**config.mk**
```make
export PLATFORM = sky130hd
export DESIGN_NAME = pulse_stretcher_multi_flat
export DESIGN_NICKNAME = d
export VERILOG_FILES = /design/src/rtl/pulse_stretcher_multi_pkg.sv /design/src/rtl/pulse_stretcher_multi_if.sv /design/src/rtl/pulse_stretch_channel.sv /design/src/rtl/pulse_stretcher_multi.sv /design/src/flat_wrapper.sv
export SDC_FILE = /design/constraint.sdc
export NUM_CORES = 1
export LEC_CHECK = 0
export CORE_MARGIN = 8
export CORE_UTILIZATION = 61
export CTS_CLUSTER_DIAMETER = 30
export DETAILED_ROUTE_END_ITERATION = 10
export PLACE_DENSITY = 0.87
export SYNTH_ARGS = -nofsm -noshare
export SYNTH_HDL_FRONTEND = slang
export SYNTH_SLANG_ARGS = --single-unit
```
**constraint.sdc**
```tcl
create_clock -name clk -period 4.6 [get_ports clk]
set_input_delay 1.15 -clock clk [delete_from_list [all_inputs] [get_ports clk]]
set_output_delay 1.15 -clock clk [all_outputs]
set_load 0.005 [all_outputs]
```
**src/rtl/pulse_stretcher_multi_pkg.sv**
```systemverilog
// pulse_stretcher_multi_pkg: retrigger mode constants and the CLOG2 helper macro shared by the stretcher files.
`ifndef CLOG2
`define CLOG2(x) $clog2(x)
`endif
package pulse_stretcher_multi_pkg;
  localparam int PS_MODE_EDGE  = 0;
  localparam int PS_MODE_LEVEL = 1;
endpackage

```
**src/rtl/pulse_stretcher_multi_if.sv**
```systemverilog
// pulse_stretcher_multi_if: event inputs, shared hold and stretched outputs of the multi-channel stretcher.
interface pulse_stretcher_multi_if #(
  parameter int CHANNELS = 4,
  parameter int BITS     = 20
);
  logic [CHANNELS-1:0] in;
  logic [BITS-1:0]     hold;
  logic [CHANNELS-1:0] out;
  logic [CHANNELS-1:0] done;
  modport master (output in, hold, input out, done);
  modport slave  (input in, hold, output out, done);
endinterface

```
**src/rtl/pulse_stretch_channel.sv**
```systemverilog
// pulse_stretch_channel: one channel, widens a pulse to at least hold cycles and strobes done as it ends.
module pulse_stretch_channel
  import pulse_stretcher_multi_pkg::*;
#(
  parameter int BITS      = 20,
  parameter int RETRIGGER = PS_MODE_EDGE
) (
  input  logic            clk,
  input  logic            reset_n,
  input  logic            in,
  input  logic [BITS-1:0] hold,
  output logic            out,
  output logic            done
);
  logic [BITS-1:0] rem, rem_next;
  logic            in_prev, load, out_next;
  always_comb begin
    load     = (RETRIGGER == PS_MODE_LEVEL) ? in : (in & ~in_prev & (rem == '0));
    rem_next = load ? hold : (rem != '0) ? rem - BITS'(1) : rem;
    out_next = in | (rem_next != '0);
  end
  always_ff @(posedge clk or negedge reset_n)
    if (!reset_n) begin
      rem     <= '0;
      in_prev <= 1'b0;
      out     <= 1'b0;
      done    <= 1'b0;
    end else begin
      rem     <= rem_next;
      in_prev <= in;
      out     <= out_next;
      done    <= out & ~out_next;
    end
endmodule

```
**src/rtl/pulse_stretcher_multi.sv**
```systemverilog
// pulse_stretcher_multi: CHANNELS independent pulse stretchers sharing one hold value.
// Define PULSE_STRETCH_SYNC_EN to pass each input through a two-flop synchronizer first.
module pulse_stretcher_multi
  import pulse_stretcher_multi_pkg::*;
#(
  parameter int CHANNELS  = 4,
  parameter int BITS      = 20,
  parameter int RETRIGGER = PS_MODE_EDGE
) (
  input logic                    clk,
  input logic                    reset_n,
  pulse_stretcher_multi_if.slave bus
);
  logic [CHANNELS-1:0] in_s;
`ifdef PULSE_STRETCH_SYNC_EN
  logic [CHANNELS-1:0] sync1, sync2;
  always_ff @(posedge clk or negedge reset_n)
    if (!reset_n) begin
      sync1 <= '0;
      sync2 <= '0;
    end else begin
      sync1 <= bus.in;
      sync2 <= sync1;
    end
  assign in_s = sync2;
`else
  assign in_s = bus.in;
`endif
  for (genvar c = 0; c < CHANNELS; c++) begin : g_ch
    pulse_stretch_channel #(.BITS(BITS), .RETRIGGER(RETRIGGER)) u_ch (
      .clk     (clk),
      .reset_n (reset_n),
      .in      (in_s[c]),
      .hold    (bus.hold),
      .out     (bus.out[c]),
      .done    (bus.done[c])
    );
  end
endmodule

```
**src/flat_wrapper.sv**
```systemverilog
// flat-port wrapper written by rule: the top's interface ports become plain ports
module pulse_stretcher_multi_flat import pulse_stretcher_multi_pkg::*;
#(
  parameter int CHANNELS  = 4,
  parameter int BITS      = 20,
  parameter int RETRIGGER = PS_MODE_EDGE
)
  (clk, reset_n, bus_in, bus_hold, bus_out, bus_done);
  pulse_stretcher_multi_if #(.CHANNELS(CHANNELS), .BITS(BITS)) bus_i ();
  input logic clk;
  input logic reset_n;
  input wire logic [$bits(bus_i.in)-1:0] bus_in;
  input wire logic [$bits(bus_i.hold)-1:0] bus_hold;
  output wire logic [$bits(bus_i.out)-1:0] bus_out;
  output wire logic [$bits(bus_i.done)-1:0] bus_done;
  assign bus_i.in = bus_in;
  assign bus_i.hold = bus_hold;
  assign bus_out = bus_i.out;
  assign bus_done = bus_i.done;
  pulse_stretcher_multi #(.CHANNELS(CHANNELS), .BITS(BITS), .RETRIGGER(RETRIGGER)) u_core (.clk(clk), .reset_n(reset_n), .bus(bus_i));
endmodule
```
==> out/qor.yml, run 1 <==
grt:
  antenna_found_initial: 2
  grt_use_total_pct: 29.1
  overflow: 0
  grt_max_degree: 68
  grt_pass1_wl_um: 30200
  grt_pass1_vias: 5849
pwr:
  seqPwrFrac_pct: 51.3
  pwr-share-clk_pct: 27.3
  p_sw_uw: 726
  p_leak_uw: 0.00247
  peakVddDrop_mv: 0.231
  internal-power_uw: 1330
  p_sw_share_pct: 35.3
  combinationalPowerShare_pct: 21.5
  power_density_nw_per_um2: 312
worst_setup_path:
  endpoint_kind: "flip-flop"
  worstReg2RegEnd: "u_core.g_ch[0].u_ch.out"
  cp_max_fo: 10
  ff2ff_path_depth: 9
  r2r-start: "u_core.g_ch[0].u_ch.rem[0]"
  startpoint_type: "flip-flop"
  regToRegSetupSlack_ns: 0.86
  worstPathRequired_ns: 4.85
  critPathArrivalTime_ns: 3.99
  worstSetupPathType: "flip-flop to flip-flop"
worst_hold_path:
  holdCritPathClass: "flip-flop to flip-flop"
  min_to: "u_core.g_ch[3].u_ch.done"
  hp-start: "u_core.g_ch[3].u_ch.out"
  whs_path_depth: 1
timing:
  slew_viol_final: 0
  fin_crit_sh_pct: 81.3
  finalSetupTns_ns: 0
  hold_violations: 0
  rsz0062_at_grt: "false"
  fmax_mhz: 268
  whs_ns: 0.523
  min_period_ns: 3.74
  setup_violations: 0
  worst_pin_slew_ns: 0.962
  skew_ns: 0.0116
  slew_headroom_pct: 35.7
final_layout:
  nets: 748
  area_growth_pct: 10.0
  most-common-layout-cells: "92 x dfrtp_1, 60 x nand2_1, 56 x nor2_1, 36 x nor3_1, 33 x a21oi_1"
  final_common_cell: "dfrtp_1"
  fill_cells: 829
  antennaDiodeCount: 0
  layout-drive-gt1-share_pct: 7.94
  final_area_um2: 6590
routing:
  dr.pass1.iters: 7
  drc: 0
  drt-total-wl_um: 18400
  drtAntennaViolNets: 0
  vias: 6092
  viasPerCell: 7.16
  drtIter0Drc: 654
  routedWlPerCell_um: 21.6
clocking:
  cts-buffers-inserted: 9
  clock_path_buffers: 2
  cts_resized: 0
  clk_pin_slew_worst_paths_ns: 0.09
  cts_tree: "built"
  clock_latency_ns: 0.39
  cts_sinks: 92
  cts.htree.levels: 3
  postCtsHoldBufs: 0
  cts_setup_buffers: 0
  cts_root_buf: "clkbuf_8"
logic_synthesis:
  syn-instance-count: 692
  yosysWarnings: 0
  synth-seq-cells: 92
  synth_edf_count: 0
  ys_types: 74
  ys.flop_type: "dfrtp_1"
  syn_area_um2: 5990
  synth.avg_cell_area_um2: 8.66
  postSynth.asyncResetShare_pct: 100
  synth-seq-area-share_pct: 38.4
  synth_nets: 726
placed_design:
  portBuffers: 33
  post_dp_cell_area_um2: 6400
  globalplace.congestion: 0.955
  dpl.hpwl_um: 13200
floorplan:
  dieArea_um2: 13300
  num_rows: 36
  die_w_um: 115
  io_pins: 34
  fp.coreArea_um2: 9640
  die_y_um: 115
  initial_utilization_pct: 62.2
run_status:
  status: "finished, final reports clean"
job:
  maxCapViolCount: 0
-- through the flow --
step / util [%] / instances / setup slack, ns / total power (uW)
finish: 68.4 / 851 / 0.862 / 2060
global route: 68.4 / 851 / 0.637 / 2150
CTS: 68.4 / 851 / 0.943 / 2040
detailed placement: 66.4 / 836 / 0.647 / 1480
global placement: 66.4 / 836 / 0.701 / 1470
floorplan: - / 692 / 1.13 / 1320
-- worst max-delay path, stage by stage, from the launching register on --
cell and delay [ns]:
dfrtp_1 0.43, inv_1 0.13, ha_1 0.18, or4b_2 0.63, nor2_1 0.44, nand2_1 0.38, a221o_1 0.45, or4_1 0.42
nor4_1 0.38, nand4_1 0.16
-- worst max-delay path by stage --
| stage | startpoint | to | slack, ns |
|---|---|---|---|
| floorplan | u_core.g_ch[2].u_ch.rem[15] | u_core.g_ch[2].u_ch.out | 1.13 |
| global placement | bus_in[2] | u_core.g_ch[2].u_ch.out | 0.70 |
| detailed placement | bus_in[2] | u_core.g_ch[2].u_ch.out | 0.65 |
| CTS | u_core.g_ch[2].u_ch.rem[0] | u_core.g_ch[2].u_ch.out | 0.94 |
| global route | u_core.g_ch[0].u_ch.rem[0] | u_core.g_ch[0].u_ch.out | 0.64 |
| finish | u_core.g_ch[0].u_ch.rem[0] | u_core.g_ch[0].u_ch.out | 0.86 |
-- kinds of logic after synthesis --
group                    share of synthesized area, %
XOR/XNOR                                         1.32
AND/OR/NAND/NOR                                  31.1
buffers and inverters                            4.59
multiplexers                                     1.67
flip-flops                                       38.4
AO/OA/AOI/OAI                                    21.3
adder cells (fa/ha/maj)                          1.67
-- routing by layer --
metal / track usage [%] / wire, um / vias up
met5: 0 / 46 / -
met4: 15.6 / 779 / 5
met3: 7.77 / 2130 / 67
met2: 43.0 / 8170 / 421
met1: 38.1 / 7290 / 2889
li1: - / - / 2710
-- state kept, by name, summed over array words and instances, names as in the netlist --
register                  flops
u_core.g_ch.u_ch.out          4
u_core.g_ch.u_ch.in_prev      4
u_core.g_ch.u_ch.rem         80
u_core.g_ch.u_ch.done         4
-- cells in the mapped netlist, drive strengths merged (6+ instances only) --
cell | n | area (um^2)
nand4 | 23 | 144
or2 | 8 | 50.1
o31ai | 9 | 67.6
mux2i | 10 | 100
dfrtp | 92 | 2300
clkbuf | 23 | 86.3
a221oi | 6 | 52.6
a21oi | 33 | 165
nand2b | 9 | 56.3
a31oi | 17 | 106
nor3 | 37 | 190
nor2b | 7 | 43.8
and4 | 8 | 70.1
o211ai | 9 | 77.6
or4 | 21 | 165
buf | 12 | 95.1
nand3 | 29 | 163
inv | 25 | 93.8
ha | 8 | 100
o21ai | 31 | 155
nor4 | 27 | 181
a211oi | 11 | 82.6
nand2 | 60 | 225
o21a | 9 | 67.6
and3 | 11 | 68.8
nor2 | 59 | 234
-- layout make-up --
class                   count  area [um^2]  area share (%)
multi-input cells         540         3410            51.8
inverters                  25         93.8            1.42
well taps                 133          166            2.52
repair buffers             46          425            6.45
flip-flops and latches     92         2300            34.9
clock buffers              10          128            1.94
clock inverters             5         62.6           0.949
-- power by group through the flow --
stage               registers [uW]  logic, uW  clock network [uW]
floorplan                     1010        306                   0
detailed placement            1060        425                   0
global route                  1070        482                 600
global placement              1050        416                   0
finish                        1050        441                 561
CTS                           1040        429                 568
No activity file was read; power rests on OpenSTA's default activity.
==> run 2, diff against run 1 <==
CORE_UTILIZATION = 55   (was 61)
PLACE_DENSITY = 0.83   (was 0.87)
clock period = 3.4 ns   (was 4.6 ns; I/O delays follow)
==> run 2 against run 1 <==
Final cell count rose by 9.9%. Highest routed layer is now met4. Worst hold slack worse by 0.053 ns. Flip-flop and latch count stayed put. Register-to-register slack worse by 0.79 ns. Sequential power is 35% higher. Largest power group unchanged.
==> out/qor.yml, run 2 (synthesis gave the netlist of run 1 again) <==
run_status:
  status: "finished, final reports clean"
placed_design:
  dpl_worst_slack_ns: -0.0976
  post_dp_cell_area_um2: 6960
  dpl.hpwl_um: 15000
  globalplace.congestion: 1.01
  portBuffers: 33
timing:
  skew_ns: 0.0139
  finalSetupTns_ns: 0
  fmax_mhz: 301
  min_period_ns: 3.33
  rsz0062_at_grt: "false"
  layout_setup_ws_ns: 0.0727
  worst_pin_slew_ns: 0.897
  hold_violations: 0
  slew_viol_final: 0
  slew_headroom_pct: 40.1
  setup_violations: 0
  fin_crit_sh_pct: 97.9
floorplan:
  fp.coreArea_um2: 10700
  num_rows: 38
  dieArea_um2: 14500
  initial_utilization_pct: 55.8
  die_w_um: 120
  io_pins: 34
  die_y_um: 120
grt:
  grt_use_total_pct: 27.6
  overflow: 0
  grt_max_degree: 50
  grt_pass1_wl_um: 31900
  antenna_found_initial: 0
  grt_pass1_vias: 6307
worst_setup_path:
  worstPathRequired_ns: 3.67
  worstSetupPathType: "flip-flop to flip-flop"
  cp_max_fo: 5
  endpoint_kind: "flip-flop"
  ff2ff_path_depth: 7
  startpoint_type: "flip-flop"
  critPathArrivalTime_ns: 3.59
pwr:
  p_leak_uw: 0.00284
  power_density_nw_per_um2: 391
  peakVddDrop_mv: 0.359
  finalPower_uw: 2820
clocking:
  cts-buffers-inserted: 9
  cts_sinks: 92
  clk_pin_slew_worst_paths_ns: 0.10
  cts_tree: "built"
  clock_latency_ns: 0.39
  cts_root_buf: "clkbuf_8"
  postCtsHoldBufs: 0
  cts.htree.levels: 3
  clock_path_buffers: 2
final_layout:
  layout-drive-gt1-share_pct: 18.2
  nets: 824
  final_area_um2: 7220
  largest_reg_flops: 80
  antennaDiodeCount: 0
  area_growth_pct: 20.5
  final_common_cell: "dfrtp_1"
  most-common-layout-cells: "92 x dfrtp_1, 89 x buf_4, 60 x nand2_1, 55 x nor2_1, 35 x nor3_1"
  top_register: "u_core.g_ch.u_ch.rem"
routing:
  drt-total-wl_um: 20000
  drc: 0
  vias: 6445
  drtIter0Drc: 614
  viasPerCell: 6.89
  dr.pass1.iters: 7
  routedWlPerCell_um: 21.4
  drtAntennaViolNets: 0
job:
  maxCapViolCount: 0
worst_hold_path:
  holdCritPathClass: "input pin to async pin"
-- run 2: where the power goes --
group          switching (uW)  internal (uW)
clock network             437            268
logic                     399            298
registers                 192           1230
total                    1030           1790
-- run 2: what timing repair did --
| item | CTS | global route |
|---|---|---|
| cloned | 0 | 0 |
| gates resized for setup | 5 | 10 |
| pin swaps | 6 | 6 |
| buffers inserted | 3 | 2 |
| setup endpoints to repair | 1 | 7 |
-- run 2: area by class of cell --
class,instances,area (um^2)
sequential,92,2300
tap,140,175
multi-input combinational,540,3470
clock inverter,7,51.3
fill,909,3520
clock buffer,9,124
timing repair buffer,122,1010
inverter,25,93.8
-- run 2: stage by stage --
| step | hold WS, ns | util [%] | cells |
|---|---|---|---|
| 2_1_floorplan | 0.462 | - | 692 |
| 3_3_place_gp | 0.494 | 64.7 | 914 |
| 3_5_place_dp | 0.498 | 64.7 | 914 |
| 4_1_cts | 0.481 | 66.7 | 933 |
| 5_1_grt | 0.506 | 67.2 | 935 |
| 6_report | 0.470 | 67.2 | 935 |
-- run 2: critical path, cell delays in order, from the launching register on --
cell,delay [ns]
dfrtp_1,0.41
or4_4,0.58
or4_4,0.54
o211ai_2,0.17
o211ai_2,0.12
or4_1,0.50
or4_4,0.49
or4_1,0.40
-- run 2: routing by layer --
layer	GRT usage [%]	wire length, um	up-vias
li1	-	-	2862
met1	32.8	7740	3088
met2	44.2	9260	389
met3	7.97	1980	106
met4	15.2	1060	0
met5	0	0	-
-- run 2: path summary, 6_finish.rpt --
| kind | start | slack [ns] | to |
|---|---|---|---|
| max in group asynchronous | reset_n | 2.27 | u_core.g_ch[3].u_ch.in_prev |
| min | reset_n | 0.47 | u_core.g_ch[2].u_ch.rem[10] |
| min in group clk | u_core.g_ch[3].u_ch.out | 0.52 | u_core.g_ch[3].u_ch.done |
| max | u_core.g_ch[2].u_ch.rem[17] | 0.07 | u_core.g_ch[2].u_ch.out |
| min reg2reg | u_core.g_ch[3].u_ch.out | 0.52 | u_core.g_ch[3].u_ch.done |
| max reg2reg | u_core.g_ch[2].u_ch.rem[17] | 0.07 | u_core.g_ch[2].u_ch.out |
==> run 3, diff against run 2 <==
SYNTH_HIERARCHICAL = 1   (was default)
==> run 3 against run 2 <==
Core utilization down 3.6 points. Count of clock-buffer cells in the layout up 3. Maximum frequency up 1.4%. First-iteration DRC count up 20%. Critical path depth up 3.
==> out/qor.yml, run 3 <==
grt:
  grt_pass1_wl_um: 29600
  overflow: 0
  grt_pass1_vias: 5671
  grt_max_degree: 54
  antenna_found_initial: 0
  grt_use_total_pct: 25.7
floorplan:
  num_rows: 38
  die_w_um: 120
  die_y_um: 120
  dieArea_um2: 14400
  fp.coreArea_um2: 10700
  initial_utilization_pct: 55.8
  io_pins: 34
routing:
  routedWlPerCell_um: 22.1
  drt-total-wl_um: 18500
  drc: 0
  drtAntennaViolNets: 0
  dr.pass1.iters: 8
  viasPerCell: 6.98
  drtIter0Drc: 735
  vias: 5839
logic_synthesis:
  synthTopCellsByArea: "dfrtp_1 39%, a21oi_1 4.7%, nor4_1 4.0%"
  synth_nets: 682
  synth.area.mux_share_pct: 1.68
  synth_compound_area_share_pct: 17.8
  yosysTopAreaCellShare_pct: 38.6
  syn-instance-count: 648
  synth.avg_cell_area_um2: 9.21
  synth-seq-cells: 92
  yosysWarnings: 6
  synth_most_common_cell: "dfrtp_1"
  synth_edf_count: 0
  yosys.area_share.simple_pct: 32.3
  synthXorXnorAreaFrac_pct: 4.11
  synth-seq-area-share_pct: 38.6
  synth_top_family_by_area: "simple AND/OR/NAND/NOR gates"
  synth_largest_area_cell: "dfrtp_1"
  ys_types: 64
  syn_area_um2: 5970
  postSynth.asyncResetShare_pct: 100
  ys.flop_type: "dfrtp_1"
  synth_common_cells: "92 x dfrtp_1, 56 x a21oi_1, 42 x nand2_1, 42 x nor2_1, 38 x nor4_1"
  synth_adder_area_share_pct: 1.68
timing:
  skew_ns: 0.00565
  min_period_ns: 3.28
  finalSetupTns_ns: 0
  hold_violations: 0
  slew_viol_final: 0
  fin_crit_sh_pct: 96.5
  setup_violations: 0
  rsz0062_at_grt: "false"
  worst_pin_slew_ns: 1.22
  slew_headroom_pct: 18.7
  fmax_mhz: 305
  whs_ns: 0.526
worst_hold_path:
  holdCritPathClass: "input pin to async pin"
clocking:
  cts_resized: 0
  cts-buffers-inserted: 9
  clock_path_buffers: 2
  cts_sinks: 92
  clock_latency_ns: 0.37
  postCtsHoldBufs: 0
  cts_root_buf: "clkbuf_8"
  cts_tree: "built"
  cts_setup_buffers: 0
  cts.htree.levels: 3
  clk_pin_slew_worst_paths_ns: 0.09
pwr:
  finalPower_uw: 4180
  peakVddDrop_mv: 0.408
  power_density_nw_per_um2: 615
  p_leak_uw: 0.00275
final_layout:
  top_register: "u_core/g_ch.u_ch/rem"
  area_growth_pct: 14.1
  most-common-layout-cells: "92 x dfrtp_1, 56 x a21oi_1, 42 x nand2_1, 42 x nor2_1, 38 x nor4_1"
  nets: 726
  antennaDiodeCount: 0
  layout-drive-gt1-share_pct: 13.2
  largest_reg_flops: 80
  final_common_cell: "dfrtp_1"
job:
  maxCapViolCount: 0
worst_setup_path:
  worstSetupPathType: "flip-flop to flip-flop"
  critPathArrivalTime_ns: 3.59
  worstPathRequired_ns: 3.71
  startpoint_type: "flip-flop"
  cp_max_fo: 6
  endpoint_kind: "flip-flop"
  regToRegSetupSlack_ns: 0.12
placed_design:
  globalplace.congestion: 1.01
  portBuffers: 33
  dpl.hpwl_um: 13000
run_status:
  status: "finished, final reports clean"
## run 3: cell types whose count changed after synthesis, sizes merged, moves of 11 or more
| cell | before | now |
|---|---|---|
| a21oi | 33 | 56 |
| nand2 | 60 | 42 |
| nand4 | 23 | 8 |
| nor2 | 59 | 44 |
| nor4 | 27 | 44 |
| o21ai | 31 | 10 |
| xor2 | 5 | 16 |
## run 3: power by group
part / leakage (uW) / internal (uW) / switching [uW] / total, uW
combinational: 0.00151 / 610 / 823 / 1430
sequential: 0.00113 / 1380 / 477 / 1860
clock: 0.000111 / 490 / 403 / 894
## run 3: worst paths after layout
kind / startpoint / endpoint / cells past startpoint
max in group asynchronous: reset_n / u_core/g_ch[3].u_ch/rem[11] / 2
min in group clk: u_core/g_ch[2].u_ch/out / u_core/g_ch[2].u_ch/done / 1
min: reset_n / u_core/g_ch[2].u_ch/rem[0] / 1
min reg2reg: u_core/g_ch[2].u_ch/out / u_core/g_ch[2].u_ch/done / 1
max: u_core/g_ch[3].u_ch/rem[1] / u_core/g_ch[3].u_ch/done / 10
max reg2reg: u_core/g_ch[3].u_ch/rem[1] / u_core/g_ch[3].u_ch/done / 10
## run 3: cell type report
cell class              count  area, um^2
fillers                   871        3890
multi-input cells         504        3430
flip-flops and latches     92        2300
repair buffers             63         578
well taps                 140         175
clock buffers              12         135
clock inverters             4        97.6
inverters                  22        82.6
## run 3: kinds of logic (layout without fill, tap and decap cells)
logic type | after synthesis | count (layout)
AOI/OAI and AO/OA | 156 | 156
DFF | 92 | 92
xor gates and xnor gates | 28 | 28
adders and majority gates | 8 | 8
and+or+nand+nor | 302 | 302
muxes | 10 | 10
buffers and inverters | 52 | 101
## run 3: critical path, cell delays in order (launching register included)
cell	delay, ns
dfrtp_1	0.44
inv_1	0.14
ha_1	0.22
or4b_1	0.51
nor4_4	0.42
buf_4	0.22
o2bb2ai_1	0.06
a31oi_1	0.20
or4b_1	0.52
nor4_2	0.24
and4_1	0.24
## run 3: metrics by stage
step	setup slack, ns	cells	util, %	cell area, um^2
detailed placement	0.0514	821	61.4	6570
CTS	0.181	837	63.6	6800
finish	0.117	837	63.6	6800
floorplan	0.515	648	-	5970
global placement	0.163	821	61.4	6570
global route	0.0404	837	63.6	6800
## run 3: metal layers
metal / track usage [%] / routed length, um
met4: 17.9 / 997
met1: 32.1 / 7140
met2: 39.4 / 8620
met3: 5.31 / 1730
met5: 0 / 0
